## config.mk

```make
export PLATFORM = sky130hd
export DESIGN_NAME = mem_arbiter
export DESIGN_NICKNAME = d
export VERILOG_FILES = /design/src/rtl/mem_arbiter.sv
export SDC_FILE = /design/constraint.sdc
export NUM_CORES = 1
export LEC_CHECK = 0
export BUFFER_PORTS_ARGS = -buffer_cell sky130_fd_sc_hd__buf_2
export CAP_MARGIN = 20
export CORE_MARGIN = 2
export CORE_UTILIZATION = 33
export DETAILED_ROUTE_END_ITERATION = 10
export GPL_TIMING_DRIVEN = 0
export PLACE_DENSITY = 0.7
export SLEW_MARGIN = 20
export SYNTH_ARGS = -nofsm -noshare
export SYNTH_HDL_FRONTEND = slang
export SYNTH_SLANG_ARGS = --single-unit
```

## constraint.sdc

```tcl
create_clock -name CLK -period 2.24 [get_ports CLK]
set_clock_uncertainty 0.2 [all_clocks]
set_input_delay 0.224 -clock CLK [delete_from_list [all_inputs] [get_ports CLK]]
set_output_delay 0.224 -clock CLK [all_outputs]
set_load 0.01 [all_outputs]
```

## src/rtl/mem_arbiter.sv

```systemverilog
// mem_arbiter: two-port arbiter sharing one block memory between a data cache
// (port 0, read/write) and an instruction cache (port 1, read-only).
// Optional feature: define MEM_ARBITER_RR_EN for round-robin arbitration of
// simultaneous requests; without it port 0 always wins a tie.
module mem_arbiter #(
    parameter int ADDR_W = 6,
    parameter int DATA_W = 32
) (
    input  logic              CLK,
    input  logic              RESET,
    input  logic              p0_read,
    input  logic              p0_write,
    input  logic [ADDR_W-1:0] p0_address,
    input  logic [DATA_W-1:0] p0_writedata,
    output logic [DATA_W-1:0] p0_readdata,
    output logic              p0_busywait,
    input  logic              p1_read,
    input  logic [ADDR_W-1:0] p1_address,
    output logic [DATA_W-1:0] p1_readdata,
    output logic              p1_busywait,
    output logic              mem_read,
    output logic              mem_write,
    output logic [ADDR_W-1:0] mem_address,
    output logic [DATA_W-1:0] mem_writedata,
    input  logic [DATA_W-1:0] mem_readdata,
    input  logic              mem_busywait
);

    localparam logic [2:0] IDLE  = 3'd0;
    localparam logic [2:0] GNT0  = 3'd1;
    localparam logic [2:0] GNT1  = 3'd2;
    localparam logic [2:0] DONE0 = 3'd3;
    localparam logic [2:0] DONE1 = 3'd4;

    logic [2:0] state;
    logic [2:0] next_state;
    logic       p0_req;
    logic       p1_first;
    logic       gnt_write;

    assign p0_req = p0_read | p0_write;

`ifdef MEM_ARBITER_RR_EN
    logic rr_ptr;

    // Pointer favours the port that was not just served, so a tie alternates.
    always_ff @(posedge CLK) begin
        if (!RESET) begin
            rr_ptr <= 1'b0;
        end else if (state == DONE0) begin
            rr_ptr <= 1'b1;
        end else if (state == DONE1) begin
            rr_ptr <= 1'b0;
        end
    end

    assign p1_first = rr_ptr;
`else
    assign p1_first = 1'b0;
`endif

    // Next-state selection: arbitration only happens from IDLE.
    always_comb begin
        next_state = state;
        case (state)
            IDLE: begin
                if (p0_req && !(p1_read && p1_first)) begin
                    next_state = GNT0;
                end else if (p1_read) begin
                    next_state = GNT1;
                end else begin
                    next_state = IDLE;
                end
            end
            GNT0:    next_state = mem_busywait ? GNT0 : DONE0;
            GNT1:    next_state = mem_busywait ? GNT1 : DONE1;
            DONE0:   next_state = IDLE;
            DONE1:   next_state = IDLE;
            default: next_state = IDLE;
        endcase
    end

    // Grant state register; reset aborts any transaction in flight.
    always_ff @(posedge CLK) begin
        if (!RESET) begin
            state <= IDLE;
        end else begin
            state <= next_state;
        end
    end

    // Remember whether the port 0 grant began as a write, so a request that
    // is withdrawn mid-grant still completes with the right capture rule.
    always_ff @(posedge CLK) begin
        if (!RESET) begin
            gnt_write <= 1'b0;
        end else if (state == IDLE && next_state == GNT0) begin
            gnt_write <= p0_write;
        end
    end

    // Capture returned blocks on the edge that leaves GNTn; writes leave
    // p0_readdata untouched.
    always_ff @(posedge CLK) begin
        if (!RESET) begin
            p0_readdata <= '0;
            p1_readdata <= '0;
        end else begin
            if (state == GNT0 && !mem_busywait && !gnt_write) begin
                p0_readdata <= mem_readdata;
            end
            if (state == GNT1 && !mem_busywait) begin
                p1_readdata <= mem_readdata;
            end
        end
    end

    // Memory side follows only the port selected by the registered grant.
    always_comb begin
        mem_read      = 1'b0;
        mem_write     = 1'b0;
        mem_address   = '0;
        mem_writedata = '0;
        if (state == GNT0) begin
            mem_read      = p0_read & ~p0_write;
            mem_write     = p0_write;
            mem_address   = p0_address;
            mem_writedata = p0_writedata;
        end else if (state == GNT1) begin
            mem_read      = p1_read;
            mem_address   = p1_address;
        end
    end

    // A requesting port stalls everywhere except its own completion cycle.
    always_comb begin
        p0_busywait = p0_req && (state != DONE0);
        p1_busywait = p1_read && (state != DONE1);
    end

endmodule
```

==> results of run 1 <==
==> layout by cell type, fill, tap and decap left out, drive strengths merged <==
master and instances:
a21boi 33, a21oi 2, a22oi 6, a31o 1, a31oi 1, a32oi 1
and2 34, buf 202, bufinv 2, clkbuf 25, clkinv 3, dfxtp 68
dlygate4sd3 35, inv 2, mux2i 33, nand2 130, nand3 1, nor2 9
nor2b 2, nor3 2, nor3b 1, nor4b 3, or4b 1
==> logic make-up (layout without fill, tap and decap cells) <==
logic type,after synthesis,in the layout,synth area share
multiplexers,33,33,0.109
AO/OA/AOI/OAI,44,44,0.108
flip-flops,68,68,0.451
AND/OR/NAND/NOR,183,183,0.276
buffers and inverters,32,269,0.0559
==> area by class of cell <==
| class | count | area, um^2 |
|---|---|---|
| fillers | 820 | 4140 |
| clock inverters | 5 | 75.1 |
| repair buffers | 221 | 1280 |
| plain buffers | 30 | 166 |
| well taps | 108 | 135 |
| inverters | 2 | 7.51 |
| clock buffers | 11 | 141 |
| flip-flops and latches | 68 | 1360 |
| multi-input cells | 260 | 1500 |
==> power by group <==
group          switching, mW  internal [mW]
clock network          0.460          0.652
logic                  0.347          0.320
registers             0.0308           1.27
==> how the worst max path moves through the flow <==
stage	startpoint	endpoint	slack (ps)	cells past startpoint
6_report	state[2]	mem_writedata[2]	160	5
5_1_grt	state[2]	mem_writedata[2]	20	5
4_1_cts	state[2]	mem_writedata[12]	40	5
3_5_place_dp	state[1]	mem_writedata[2]	200	5
3_3_place_gp	state[1]	mem_writedata[2]	230	5
2_1_floorplan	state[0]	p0_readdata[0]	550	6
==> timing repair <==
item | in CTS | in global routing
hold buffers | 35 | 0
endpoints found under the setup margin | 30 | 31
gates cloned | 0 | 0
hold endpoints to repair | 66 | 0
resized for setup | 2 | 7
setup buffers | 0 | 0
==> worst register-to-register path, delay by kind of cell, from the launching register on <==
kind	cells	cell delay, ps
and+or+nand+nor	2	640
buffers and inverters	3	530
DFF	1	330
muxes	1	220
==> flip-flops by register name (all words and copies together) (netlist names) <==
name and flops:
p0_readdata 32, p1_readdata 32, state 3, gnt_write 1
==> metrics by stage <==
stage               setup WS (ps)  cells  power [mW]  hold WS (ps)   util
floorplan                     555    360        1.67           159      -
global placement              228    654        1.93           238  0.464
detailed placement            200    654        1.94           244  0.464
CTS                          41.2    705        3.10          25.8  0.529
global route                 17.5    705        3.23          29.7  0.530
finish                        161    705        3.08          49.8  0.530
==> layer usage <==
layer	routed length, um	GRT usage	up-vias
met3	548	0.0632	7
met2	4640	0.313	101
met4	53	0.0390	0
met5	0	0	-
li1	-	-	1624
met1	4680	0.264	1515
==> results.cfg, run 1 <==
[critical_path]
cp_data_required_time_ps = 1820
crit_buf_inv = 3
end_kind = primary output
crit_arrival_ps = 1650
r2r-start = state[0]
worstReg2RegEnd = p0_readdata[15]
start_kind = flip-flop
path_common_cell = buf_2
worstPathCellList = buf_2 > nor3b_4 > buf_2 > and2_1 > buf_2
slowest_delay_ps = 300
reg2reg_slack_ps = 260
cp_slowest_cell = dfxtp_1
critPathMaxFanout = 10
path_class = flip-flop to primary output
cp_top_family = buffers and inverters
r2r.worst_path.cells = 6

[yosys]
yosys-top-cells-area = dfxtp_1 45%, nand2_1 16%, mux2i_1 11%, a21boi_1 7.5%, and2_1 7.0%
synth_top_area_share = 0.451
ys_seq_elements = 68
async_flop_share = 0
netlist_area_um2 = 3020
avgSynthCellArea_um2 = 8.39
yosysTopAreaCell = dfxtp_1
netlist-cell-type-count = 26
synth_edf_count = 0
ys.flop_type = dfxtp_1
ys_warn_count = 0
synthCells = 360
synth.top_cells.by_count = 130 x nand2_1, 68 x dfxtp_1, 34 x and2_1
ys_seq_area_frac = 0.451
syn_nets = 442
post-synth-top-count-cell = nand2_1

[grt]
antenna_found_initial = 0
track_usage = 0.197
grt_overflow = 0
grt_max_degree = 12
grt_pass1_vias = 3116
grt_first_pass_wirelength_mm = 15.5

[floorplanning]
start_util = 0.343
die_y_um = 99.7
pin_count = 188
floorplan.rows = 34
die_x_um = 99.7
dieArea_um2 = 9940
core-area_um2 = 8810

[clocking]
cts_root_buf = clkbuf_8
cts.sinks = 68
cts-root-to-sink-buffers = 2
path_clk_slew_ps = 70
cts_max_level = 3
clkLatencyLatePin_ps = 340
cts_buffers = 9
tritoncts = built

[power]
power.leakage_nw = 2.28
ir_drop_mv = 0.421
cellPowerDensity_nw_per_um2 = 659

[sta]
min_period_over_period = 0.928
setup_viol = 0
min_period_ps = 2080
rsz0062_at_grt = no
hold_viol = 0
slew_violations = 0
worst_pin_slew_ps = 592
fmax_mhz = 481
worst_slew_margin_rel = 0.605
tns_ps = 0

[worst_hold_path]
min_to = state[0]
whs_path_depth = 3
hold_path.startpoint = p0_read
hold_path.class = input port to flip-flop

[drt]
vias = 3247
drc = 0
viasPerCell = 4.61
antenna_left = 0
wl_per_cell_um = 14.1
drt-initial-drc-count = 105
drt-total-wl_mm = 9.93
detail_route.first_pass.iterations = 4

[layout]
nets = 674
insertedDiodeCount = 0
synthToLayoutAreaGrowth_pct = 54.6
layout-drive-gt1-share = 0.375
design_area_um2 = 4670

[placed_design]
placed_area_um2 = 4090
place_congestion = 0.852
io_buffers = 186
dp_hpwl_mm = 7.52

[status]
outcome = completed

[job]
drv_cap = 0
Power figures use the tool's default switching activity.
==> inputs of run 2 (changes only) <==
Settings changed: ABC_AREA from default to 1, PLACE_DENSITY 0.7 to 0.69.
==> run 2 against run 1 <==
  * Final cell count is 27% higher
  * Clock-buffer cell count stayed put
  * Die area is 6.7% higher
  * Clock power is 5% lower
  * Fmax is 0.73% higher
  * Sequential share of layout area is 1.3 points lower
  * Sequential cell count stayed put
  * Total power is 1.3% higher
  * Wire length is 2.0% lower
  * Cell area is 4.5% higher
  * Worst setup slack better by 15 ps
  * Critical endpoint is now mem_writedata[11]
==> results.cfg, run 2 <==
[grt]
track_usage = 0.181
antenna_found_initial = 0
grt_pass1_vias = 3292
grt_first_pass_wirelength_mm = 14.9
grt_overflow = 0
grt_max_degree = 13

[worst_hold_path]
hold_path.class = input port to flip-flop
hold_path.startpoint = RESET

[layout]
nets = 837
layout-drive-gt1-share = 0.296
utilization = 0.506
fillers = 1034
layout_commonest_cell = buf_2
reg.largest.list = p0_readdata: 32 flops, p1_readdata: 32 flops, state: 3 flops
mostFrequentLayoutCells = 190 x buf_2, 163 x nor2_1, 151 x nand2_1
seq_area_um2 = 1360
insertedDiodeCount = 0
synthToLayoutAreaGrowth_pct = 51.0
multi_input_area_um2 = 1310

[clocking]
clkLatencyLatePin_ps = 340
path_clk_slew_ps = 80
cts-root-to-sink-buffers = 2
cts_buffers = 9
postCtsSetupBuffers = 0
cts.sinks = 68
cts_root_buf = clkbuf_8
cts_max_level = 3
tritoncts = built

[yosys]
netlist-cell-type-count = 21
ys_seq_area_frac = 0.421
ys.flop_type = dfxtp_1
synth_edf_count = 0
syn_nets = 606
post-synth-top-count-cell = nor2_1
async_flop_share = 0
yosysTopAreaCell = dfxtp_1
synthCells = 524
ys_warn_count = 0
ys_seq_elements = 68
netlist_area_um2 = 3230
synth_top_area_share = 0.421
synth.top_cells.by_count = 163 x nor2_1, 151 x nand2_1, 103 x inv_1
yosys-top-cells-area = dfxtp_1 42%, nor2_1 19%, nand2_1 18%, inv_1 12%, buf_6 3.1%
avgSynthCellArea_um2 = 6.17

[drt]
drt-total-wl_mm = 9.73
wl_per_cell_um = 10.9
drt-initial-drc-count = 105
vias = 3577
detail_route.first_pass.iterations = 4
antenna_left = 0
drc = 0
viasPerCell = 4.01

[critical_path]
startpoint = state[1]
cp_data_required_time_ps = 1820
crit_arrival_ps = 1640
path_class = flip-flop to primary output
r2r-start = state[0]
critPathMaxFanout = 10
end_kind = primary output
start_kind = flip-flop

[power]
power.leakage_nw = 3.01
cellPowerDensity_nw_per_um2 = 639
finalPower_mw = 3.12
ir_drop_mv = 0.323

[sta]
min_period_over_period = 0.921
setup_viol = 0
hold_viol = 0
whs_ps = 9.31
worst_pin_slew_ps = 516
rsz0062_at_grt = no
tns_ps = 0
fmax_mhz = 485
min_period_ps = 2060
slew_violations = 0
worst_slew_margin_rel = 0.656

[status]
outcome = completed

[floorplanning]
floorplan.rows = 36
pin_count = 188
die_y_um = 103
die_x_um = 103
start_util = 0.335
core-area_um2 = 9640
dieArea_um2 = 10600

[placed_design]
io_buffers = 186
place_congestion = 0.787
dp_hpwl_mm = 7.13

[job]
drv_cap = 0
-- run 2: cell families (layout without fill, tap and decap cells) --
family | after synthesis | after routing | share of synthesized area
compound gates | 6 | 6 | 0.00968
buf+inv | 127 | 363 | 0.173
simple gates | 323 | 323 | 0.396
flops | 68 | 68 | 0.421
-- run 2: report_power, final --
| group | total [mW] | switching [mW] | internal [mW] | leakage, nW |
|---|---|---|---|---|
| Combinational | 0.719 | 0.405 | 0.314 | 2.35 |
| Sequential | 1.34 | 0.0423 | 1.29 | 0.554 |
| Clock | 1.06 | 0.487 | 0.577 | 0.106 |
| Total | 3.12 | 0.934 | 2.18 | 3.01 |
-- run 2: timing repair --
| item | 4_1_cts | 5_1_grt |
|---|---|---|
| hold endpoints to repair | 65 | 0 |
| gates resized for setup | 0 | 1 |
| hold buffers | 34 | 0 |
| endpoints found under the setup margin | 0 | 1 |
-- run 2: critical path, cell delays in order, from the launching register on --
cell     delay [ps]
dfxtp_1         370
nor2_4          170
nand2_1         220
buf_2           250
nor2_1          130
buf_2           150
-- run 2: metrics by stage --
step	instance area (um^2)	instances	setup slack (ps)
after floorplan	3230	524	774
after global placement	4330	843	506
after detailed placement	4330	843	500
after CTS	4880	893	118
after global routing	4880	893	50.6
final	4880	893	176
-- run 2: path summary, 6_finish.rpt --
check | slack [ps] | cells past startpoint | to
min reg2reg | 280 | 2 | p1_readdata[6]
max | 180 | 5 | mem_writedata[11]
min | 9 | 3 | p0_readdata[7]
max reg2reg | 720 | 7 | p1_readdata[18]
-- run 2: routing by layer --
layer	global-route usage	vias up	part of all wire
met5	0	-	0
met4	0.0628	0	0.013
met3	0.0502	14	0.083
met2	0.331	129	0.49
met1	0.202	1499	0.41
li1	-	1935	-
-- run 2: area by class of cell --
class / count / share of cell area
clock buffers: 11 / 0.0310
well taps: 133 / 0.0341
flip-flops and latches: 68 / 0.279
inverters: 105 / 0.0807
multi-input cells: 329 / 0.268
plain buffers: 22 / 0.0341
repair buffers: 220 / 0.260
clock inverters: 5 / 0.0123
